**config.mk**
```make
export PLATFORM = sky130hd
export DESIGN_NAME = mips32_run_ctrl
export DESIGN_NICKNAME = d
export VERILOG_FILES = /design/src/rtl/mips32_run_ctrl.sv
export SDC_FILE = /design/constraint.sdc
export NUM_CORES = 1
export LEC_CHECK = 0
export CORE_MARGIN = 1.5
export CORE_UTILIZATION = 35
export DETAILED_ROUTE_END_ITERATION = 8
export HOLD_SLACK_MARGIN = 0.15
export MAX_ROUTING_LAYER = met4
export PLACE_DENSITY = 0.74
export SLEW_MARGIN = 40
export SYNTH_ARGS = -nofsm -noshare
export SYNTH_HDL_FRONTEND = slang
export SYNTH_SLANG_ARGS = --single-unit
```
**constraint.sdc**
```tcl
create_clock -name clk1 -period 7 [get_ports clk1]
set_clock_uncertainty 0.2 [all_clocks]
set_input_delay 1.05 -clock clk1 [delete_from_list [all_inputs] [get_ports clk1]]
set_output_delay 1.05 -clock clk1 [all_outputs]
set_load 0.01 [all_outputs]
```
**src/rtl/mips32_run_ctrl.sv**
```systemverilog
// mips32_run_ctrl: sequences one program execution on the pipe_MIPS32 core.
// It clears the register file to r[i]=i, streams a program image into
// instruction memory, pulses a core init, then runs the core until HLT retires
// or the cycle budget runs out.
module mips32_run_ctrl #(
  parameter int ADDR_W  = 10,
  parameter int NREG    = 32,
  parameter int TIMEOUT = 1024
) (
  input  logic              clk1,
  input  logic              rst_n,
  input  logic              start,
  input  logic              prog_valid,
  input  logic [31:0]       prog_data,
  input  logic              prog_last,
  output logic              prog_ready,
  output logic              mem_we,
  output logic [ADDR_W-1:0] mem_addr,
  output logic [31:0]       mem_wdata,
  output logic              reg_we,
  output logic [4:0]        reg_addr,
  output logic [31:0]       reg_wdata,
  output logic              core_init,
  output logic              core_run,
  input  logic              core_halted,
  output logic              busy,
  output logic              done,
  output logic              timeout,
  output logic [31:0]       cycle_count,
  output logic [ADDR_W:0]   prog_len
);

  typedef enum logic [2:0] {
    S_IDLE,
    S_CLR,
    S_LOAD,
    S_INIT,
    S_RUN,
    S_DONE
  } state_t;

  // Index of the last register cleared; register indices are 5 bits wide.
  localparam logic [4:0]  K_LAST    = 5'(NREG - 1);
  localparam logic [31:0] TIMEOUT_W = 32'(TIMEOUT);
  localparam logic [ADDR_W:0] LEN_ONE = {{ADDR_W{1'b0}}, 1'b1};

  state_t            state_q, state_d;
  logic [4:0]        k_q, k_d;
  logic [ADDR_W:0]   prog_len_q, prog_len_d;
  logic [31:0]       cycle_count_q, cycle_count_d;
  logic [31:0]       cycle_next;
  logic              timeout_q, timeout_d;

  // Next-state and counter update logic for the run sequence.
  always_comb begin
    // NOTE: every signal assigned here gets a default first, so no path can
    // leave it unassigned and infer a latch.
    state_d       = state_q;
    k_d           = k_q;
    prog_len_d    = prog_len_q;
    cycle_count_d = cycle_count_q;
    timeout_d     = timeout_q;
    // Saturating cycle counter so a very long run never wraps to a small count.
    cycle_next    = (cycle_count_q == 32'hFFFF_FFFF) ? cycle_count_q
                                                     : cycle_count_q + 32'd1;
    case (state_q)
      S_IDLE, S_DONE: begin
        if (start) begin
          state_d       = S_CLR;
          k_d           = 5'd0;
          prog_len_d    = '0;
          cycle_count_d = '0;
          timeout_d     = 1'b0;
        end
      end
      S_CLR: begin
        k_d = k_q + 5'd1;
        if (k_q == K_LAST) state_d = S_LOAD;
      end
      S_LOAD: begin
        if (prog_valid) begin
          prog_len_d = prog_len_q + LEN_ONE;
          // Filling the top address ends the load: a write must never wrap
          // back onto address 0.
          if (prog_last || (&prog_len_q[ADDR_W-1:0])) state_d = S_INIT;
        end
      end
      S_INIT: state_d = S_RUN;
      S_RUN: begin
        cycle_count_d = cycle_next;
        // A halt in the same cycle as the budget running out is a clean halt.
        if (core_halted) begin
          state_d = S_DONE;
        end else if (cycle_next >= TIMEOUT_W) begin
          state_d   = S_DONE;
          timeout_d = 1'b1;
        end
      end
      default: state_d = S_IDLE;
    endcase
  end

  // State and counter registers with synchronous active-low reset.
  always_ff @(posedge clk1) begin
    // NOTE: sequential state uses non-blocking assignments so every flop
    // samples the pre-edge values regardless of statement order.
    if (!rst_n) begin
      state_q       <= S_IDLE;
      k_q           <= 5'd0;
      prog_len_q    <= '0;
      cycle_count_q <= '0;
      timeout_q     <= 1'b0;
    end else begin
      state_q       <= state_d;
      k_q           <= k_d;
      prog_len_q    <= prog_len_d;
      cycle_count_q <= cycle_count_d;
      timeout_q     <= timeout_d;
    end
  end

  // Output decode from the registered state; data buses are zero when idle.
  always_comb begin
    prog_ready = 1'b0;
    mem_we     = 1'b0;
    mem_addr   = '0;
    mem_wdata  = '0;
    reg_we     = 1'b0;
    reg_addr   = 5'd0;
    reg_wdata  = 32'd0;
    core_init  = 1'b0;
    core_run   = 1'b0;
    busy       = 1'b0;
    done       = 1'b0;
    case (state_q)
      S_CLR: begin
        busy      = 1'b1;
        reg_we    = 1'b1;
        reg_addr  = k_q;
        reg_wdata = {27'd0, k_q};
      end
      S_LOAD: begin
        busy       = 1'b1;
        prog_ready = 1'b1;
        mem_addr   = prog_len_q[ADDR_W-1:0];
        if (prog_valid) begin
          mem_we    = 1'b1;
          mem_wdata = prog_data;
        end
      end
      S_INIT: begin
        busy      = 1'b1;
        core_init = 1'b1;
      end
      S_RUN: begin
        busy     = 1'b1;
        core_run = 1'b1;
      end
      S_DONE:  done = 1'b1;
      default: ;
    endcase
  end

  assign timeout     = timeout_q;
  assign cycle_count = cycle_count_q;
  assign prog_len    = prog_len_q;

endmodule
```
==> run summary, run 1 <==
Via density: 5.51
DR vias: 4,207
fmax: 0.277 GHz
Synth-to-Final Area Change: 37.5%
post-synth top area cell: dfxtp_1
sequential cell area: 1040 um2
crit end category: output port
Post-Route WL: 11,800 um
GR Util All Layers: 20.1%
Core ar.: 10,500 um2
DR iter-0 viols: 392
Synth Cell Area: 3830 um2
fin crit share: 51.5%
count leader, synth: dfxtp_1
layout cells sized above 1: 4.94%
Tmin final: 3610 ps
PD cells: 114 nW/um2
DR WL/cell: 15.5 um
fraction of registers with async set/reset: 0%
final hold violations: 0
Pre-antenna DRT Iters: 5
H-tree levels: 2
setup_tns: 0 ps
Clock Pin Slew Worst Setup and Hold Paths: 100 ps
initial antenna violation count: 0
VDD IR-drop max: 83.8 uV
Critical Path Start Type: input pin
clk sinks: 52
leakage power total: 1.93 nW
initial core utilization: 36.6%
final instance area: 5260 um2
overall die height: 108 um
setup bufs post-CTS: 0
met2 usage: 36.1%
GRT overflow: 0
Syn Area/Cell: 7.44 um2
GRT met3 Usage: 3.81%
max cap viols: 0
# port buffers: 140
Most Crowded Layer GR: met2
yosys warns: 0
status: complete, no violations
fillers: 1,028
global-route wire length before repair: 18,600 um
Post-synth EDFFs: 0
DRC: 0
setup violators final: 0
CTS tree: built
library cells used by synthesis: 62
hpwl dp: 8760 um
Critical Path AT: 2360 ps
gpl congestion: 0.937
prevailing post-synth register cell: dfxtp_1
Die ar.: 11,600 um2
CTS Buf Count: 5
met1 Track Usage GR: 23.1%
Worst EP required: 5750 ps
critical path class: in -> out
worst hold slack: 306 ps
post-synth top area share: 27.2%
die width: 108 um
unrepaired setup endpoints after global routing: false
worst-path fanout max: 34
boundary pin count: 168
largest net degree at the start of global routing: 46
row cnt: 37
post-CTS sizing: 0
sequential-to-total area share from yosys stat: 27.2%
Slew Limit Fails: 0
#FFs+latches synth: 52
Commonest cells post-synth: 52 x dfxtp_1, 45 x nand2_1, 44 x nor2_1
placed inst area: 5170 um2
type of the worst min-delay path: reg -> reg
clk buf depth: 2
Routed Antenna Nets: 0
vias in the first global route: 3,772
slew margin rel.: 52.9%
Post-Synthesis Cells: 514
nets: 668
clk root buf: clkbuf_8
worst skew pair latency: 320 ps
hold buffers post-CTS: 0
synth top area cells: dfxtp_1 27%, and3_1 6.9%, buf_4 6.3%, a21oi_1 5.2%, nand2_1 4.4%
Ant. Diodes: 0
multi-input logic area: 2490 um2
worst slew pin tran: 700 ps
==> worst max-delay path, cell delays in order <==
cell             delay [ps]
buf_2                   350
nand2_1                 210
inv_1                   180
clkdlybuf4s50_1         570
==> through the flow <==
step                power [mW]  worst slack (ps)  instances  util (%)
global placement         0.417              2810        753      49.2
detailed placement       0.421              2680        755      49.4
global route             0.627              3230        763      50.3
finish                   0.601              3390        763      50.3
CTS                      0.605              2680        763      50.3
floorplan                0.380              3940        540         -
==> cell type report <==
cell class / instances / area share (%)
inverter: 9 / 0.642
multi-input combinational: 414 / 47.4
sequential: 52 / 19.8
clock inverter: 3 / 0.500
tap: 136 / 3.24
clock buffer: 5 / 1.31
timing repair buffer: 144 / 27.1
==> registers in the layout, summed over array words and instances (netlist names) <==
signal,count
state_q,3
k_q,5
timeout,1
prog_len,11
cycle_count,32
==> report_power, final <==
group	switching, mW	internal, mW
sequential	0.00585	0.299
clock	0.114	0.0732
combinational	0.0613	0.0485
==> kinds of logic after synthesis <==
group,synth area share [%]
and+or+nand+nor,36.9
AOI/OAI and AO/OA,17.9
DFF,27.2
xor gates and xnor gates,4.58
other,0.0980
muxes,1.41
buffers and inverters,10.6
adders and majority gates,1.31
==> placed cells by master, fill, tap and decap left out, drive strengths merged, types with 2 or more instances in the layout <==
cell / count
nand4b: 3
nor4: 7
a311oi: 7
conb: 27
clkdlybuf4s50: 139
o211ai: 4
a2111oi: 3
mux2i: 2
mux2: 3
nand4: 21
nand3: 18
o21ai: 24
and3: 42
o211a: 3
inv: 10
xnor2: 11
nand2b: 3
nor3: 16
or4: 7
a211oi: 7
nor2: 44
clkbuf: 5
buf: 5
o21a: 2
xor2: 9
a31oi: 4
a21oi: 40
or4b: 2
clkinv: 2
nor3b: 2
and2: 23
ha: 4
nor2b: 3
or3: 6
nand2: 45
and4: 5
a31o: 2
dfxtp: 52
==> final timing paths <==
path / cells past startpoint / slack (ps) / from / endpoint
max: 4 / 3390 / prog_valid / mem_we
min: 2 / 310 / k_q[4]$_SDFFE_PN0P_ / k_q[4]$_SDFFE_PN0P_
max reg2reg: 7 / 3440 / cycle_count[3]$_SDFFE_PN0P_ / timeout$_SDFFE_PN0P_
min reg2reg: 2 / 310 / k_q[4]$_SDFFE_PN0P_ / k_q[4]$_SDFFE_PN0P_
==> layer usage <==
layer  vias to the layer above  wire, um
met4                         0       202
li1                       2031         -
met2                       190      5880
met3                        17       962
met1                      1969      4750
met5                         -         0
Note: power is estimated with default switching activity, not from simulation.
==> run 2: changes to the inputs <==
Clock period 7 ns to 3.5 ns, I/O delays scaled along.
==> run 2 against run 1 <==
  * Critical path depth grew 3
  * Register-to-register slack worse by 3300 ps
  * Combinational power increased by 100%
  * Largest power group unchanged
  * Worst hold slack worse by 0.58 ps
  * Wire length increased by 2.4%
  * Sequential cell count did not move
  * Non-clock buffer count rose by 14
  * Utilization increased by 0.91 points
  * First-iteration DRC count fell by 30%
  * Sequential power is 100% higher
  * Critical path type is now reg -> reg
  * Cell count up 1.8%
  * Worst setup slack got worse by 3200 ps
==> run summary, run 2 (synthesized netlist as in run 1, its figures left out) <==
gpl congestion: 0.971 (was 0.937)
vias in the first global route: 3,766 (was 3,772)
initial antenna violation count: 0 (unchanged)
Via density: 5.40 (was 5.51)
Tmin final: 3320 ps
worst slew pin tran: 560 ps (was 700 ps)
largest net degree at the start of global routing: 46 (unchanged)
nets: 682 (was 668)
row cnt: 37 (unchanged)
Slew Limit Fails: 0 (unchanged)
initial core utilization: 36.6% (unchanged)
clk root buf: clkbuf_8 (unchanged)
Logic pwr share: 18.6% (was 18.3%)
global-route wire length before repair: 18,600 um (about the same)
leakage power total: 1.99 nW (was 1.93 nW)
fmax: 0.301 GHz
worst skew pair latency: 320 ps (about the same)
max cap viols: 0 (unchanged)
layout cells sized above 1: 6.40% (was 4.94%)
die width: 108 um (unchanged)
worst hold slack: 305 ps (was 306 ps)
DR iter-0 viols: 275 (was 392)
slew margin rel.: 62.6% (was 52.9%)
Worst EP required: 3510 ps (was 5750 ps)
PD cells: 222 nW/um2 (was 114 nW/um2)
fin util: 51.2% (was 50.3%)
Core ar.: 10,500 um2 (unchanged)
VDD IR-drop max: 133 uV (was 83.8 uV)
post-CTS sizing: 0 (unchanged)
Post-Route WL: 12,100 um (was 11,800 um)
DR vias: 4,194 (was 4,207)
unrepaired setup endpoints after global routing: false (unchanged)
Pre-antenna DRT Iters: 5 (unchanged)
hpwl dp: 9210 um (was 8760 um)
CTS tree: built (unchanged)
most common cell after layout, fill and taps aside: clkdlybuf4s50_1 (unchanged)
hold buffers post-CTS: 0 (unchanged)
Ant. Diodes: 0 (unchanged)
Clock Pin Slew Worst Setup and Hold Paths: 100 ps (about the same)
final hold violations: 0 (unchanged)
H-tree levels: 2 (unchanged)
GRT overflow: 0 (unchanged)
setup_tns: 0 ps (unchanged)
Sequential Power Share: 51.2% (was 50.6%)
Critical Path Start Type: flip-flop (was input pin)
Critical Path AT: 3330 ps (was 2360 ps)
status: complete, no violations (unchanged)
Clock power frac: 30.2% (was 31.1%)
GR Util All Layers: 20.4% (was 20.1%)
Largest register FFs: 32 (unchanged)
overall die height: 108 um (unchanged)
worst-path fanout max: 10 (was 34)
# port buffers: 140 (unchanged)
fin crit share: 94.9%
Die ar.: 11,600 um2 (unchanged)
Sw Ratio: 29.3% (was 30.1%)
internal power consumption: 841 uW (was 420 uW)
critical path class: reg -> reg (was in -> out)
Synth-to-Final Area Change: 40.0% (was 37.5%)
crit end category: flip-flop (was output port)
type of the worst min-delay path: reg -> reg (unchanged)
DRC: 0 (unchanged)
boundary pin count: 168 (unchanged)
clk sinks: 52 (unchanged)
Routed Antenna Nets: 0 (unchanged)
DR WL/cell: 15.5 um (about the same)
CTS Buf Count: 5 (unchanged)
R2R setup slack: 180 ps (was 3440 ps)
setup bufs post-CTS: 0 (unchanged)
setup violators final: 0 (unchanged)
clk buf depth: 2 (unchanged)
most frequent cells in the layout: 140 x clkdlybuf4s50_1, 52 x dfxtp_1, 45 x nand2_1 (was 139 x clkdlybuf4s50_1, 52 x dfxtp_1, 45 x nand2_1)
NetSw: 348 uW (was 181 uW)
-- run 2: stage by stage --
step / cell area [um2] / std cells / total power, mW / setup WS (ps)
finish: 5360 / 777 / 1.19 / 178
global route: 5360 / 777 / 1.25 / 26.7
CTS: 5360 / 777 / 1.21 / 197
detailed placement: 5260 / 769 / 0.845 / 209
global placement: 5260 / 769 / 0.840 / 315
floorplan: 3920 / 540 / 0.760 / 437
-- run 2: final timing paths --
| path | startpoint | end | cells past startpoint |
|---|---|---|---|
| max | cycle_count[13]$_SDFFE_PN0P_ | timeout$_SDFFE_PN0P_ | 7 |
| min | k_q[4]$_SDFFE_PN0P_ | k_q[4]$_SDFFE_PN0P_ | 2 |
| max reg2reg | cycle_count[13]$_SDFFE_PN0P_ | timeout$_SDFFE_PN0P_ | 7 |
| min reg2reg | k_q[4]$_SDFFE_PN0P_ | k_q[4]$_SDFFE_PN0P_ | 2 |
-- run 2: per-layer routing --
metal  vias to the layer above  GRT usage (%)  part of all wire, %
li1                       2060              -                    -
met1                      1926           23.7                   41
met2                       195           36.8                   50
met3                        13           3.09                  7.9
met4                         0           4.89                 0.99
met5                         -              -                    0
-- run 2: final cells by class --
class                      instances  area (um2)
clock buffer                       5        68.8
tap                              136         170
multi-input combinational        414        2480
clock inverter                     3        23.8
sequential                        52        1040
timing repair buffer             158        1540
inverter                           9        33.8
fill                             991        5110
-- run 2: critical path: stages (launching register included) --
cell and delay [ps]:
dfxtp_1 520, nand4_1 220, or4_1 740, a2111oi_2 540, xor2_1 120, or4b_4 540, nor4_4 240, a21oi_1 90
-- run 2: power by group through the flow --
| stage | Clock (mW) | Sequential (mW) | Combinational (mW) |
|---|---|---|---|
| after global placement | 0 | 0.622 | 0.218 |
| after global routing | 0.395 | 0.611 | 0.246 |
| final | 0.359 | 0.609 | 0.222 |
| after floorplan | 0 | 0.616 | 0.144 |
| after CTS | 0.376 | 0.609 | 0.223 |
| after detailed placement | 0 | 0.623 | 0.222 |
==> run 3: changes to the inputs <==
Settings changed: TNS_END_PERCENT from default to 1.
==> results of run 3 <==
The final DEF is identical to that of run 2; final timing and power are the same.
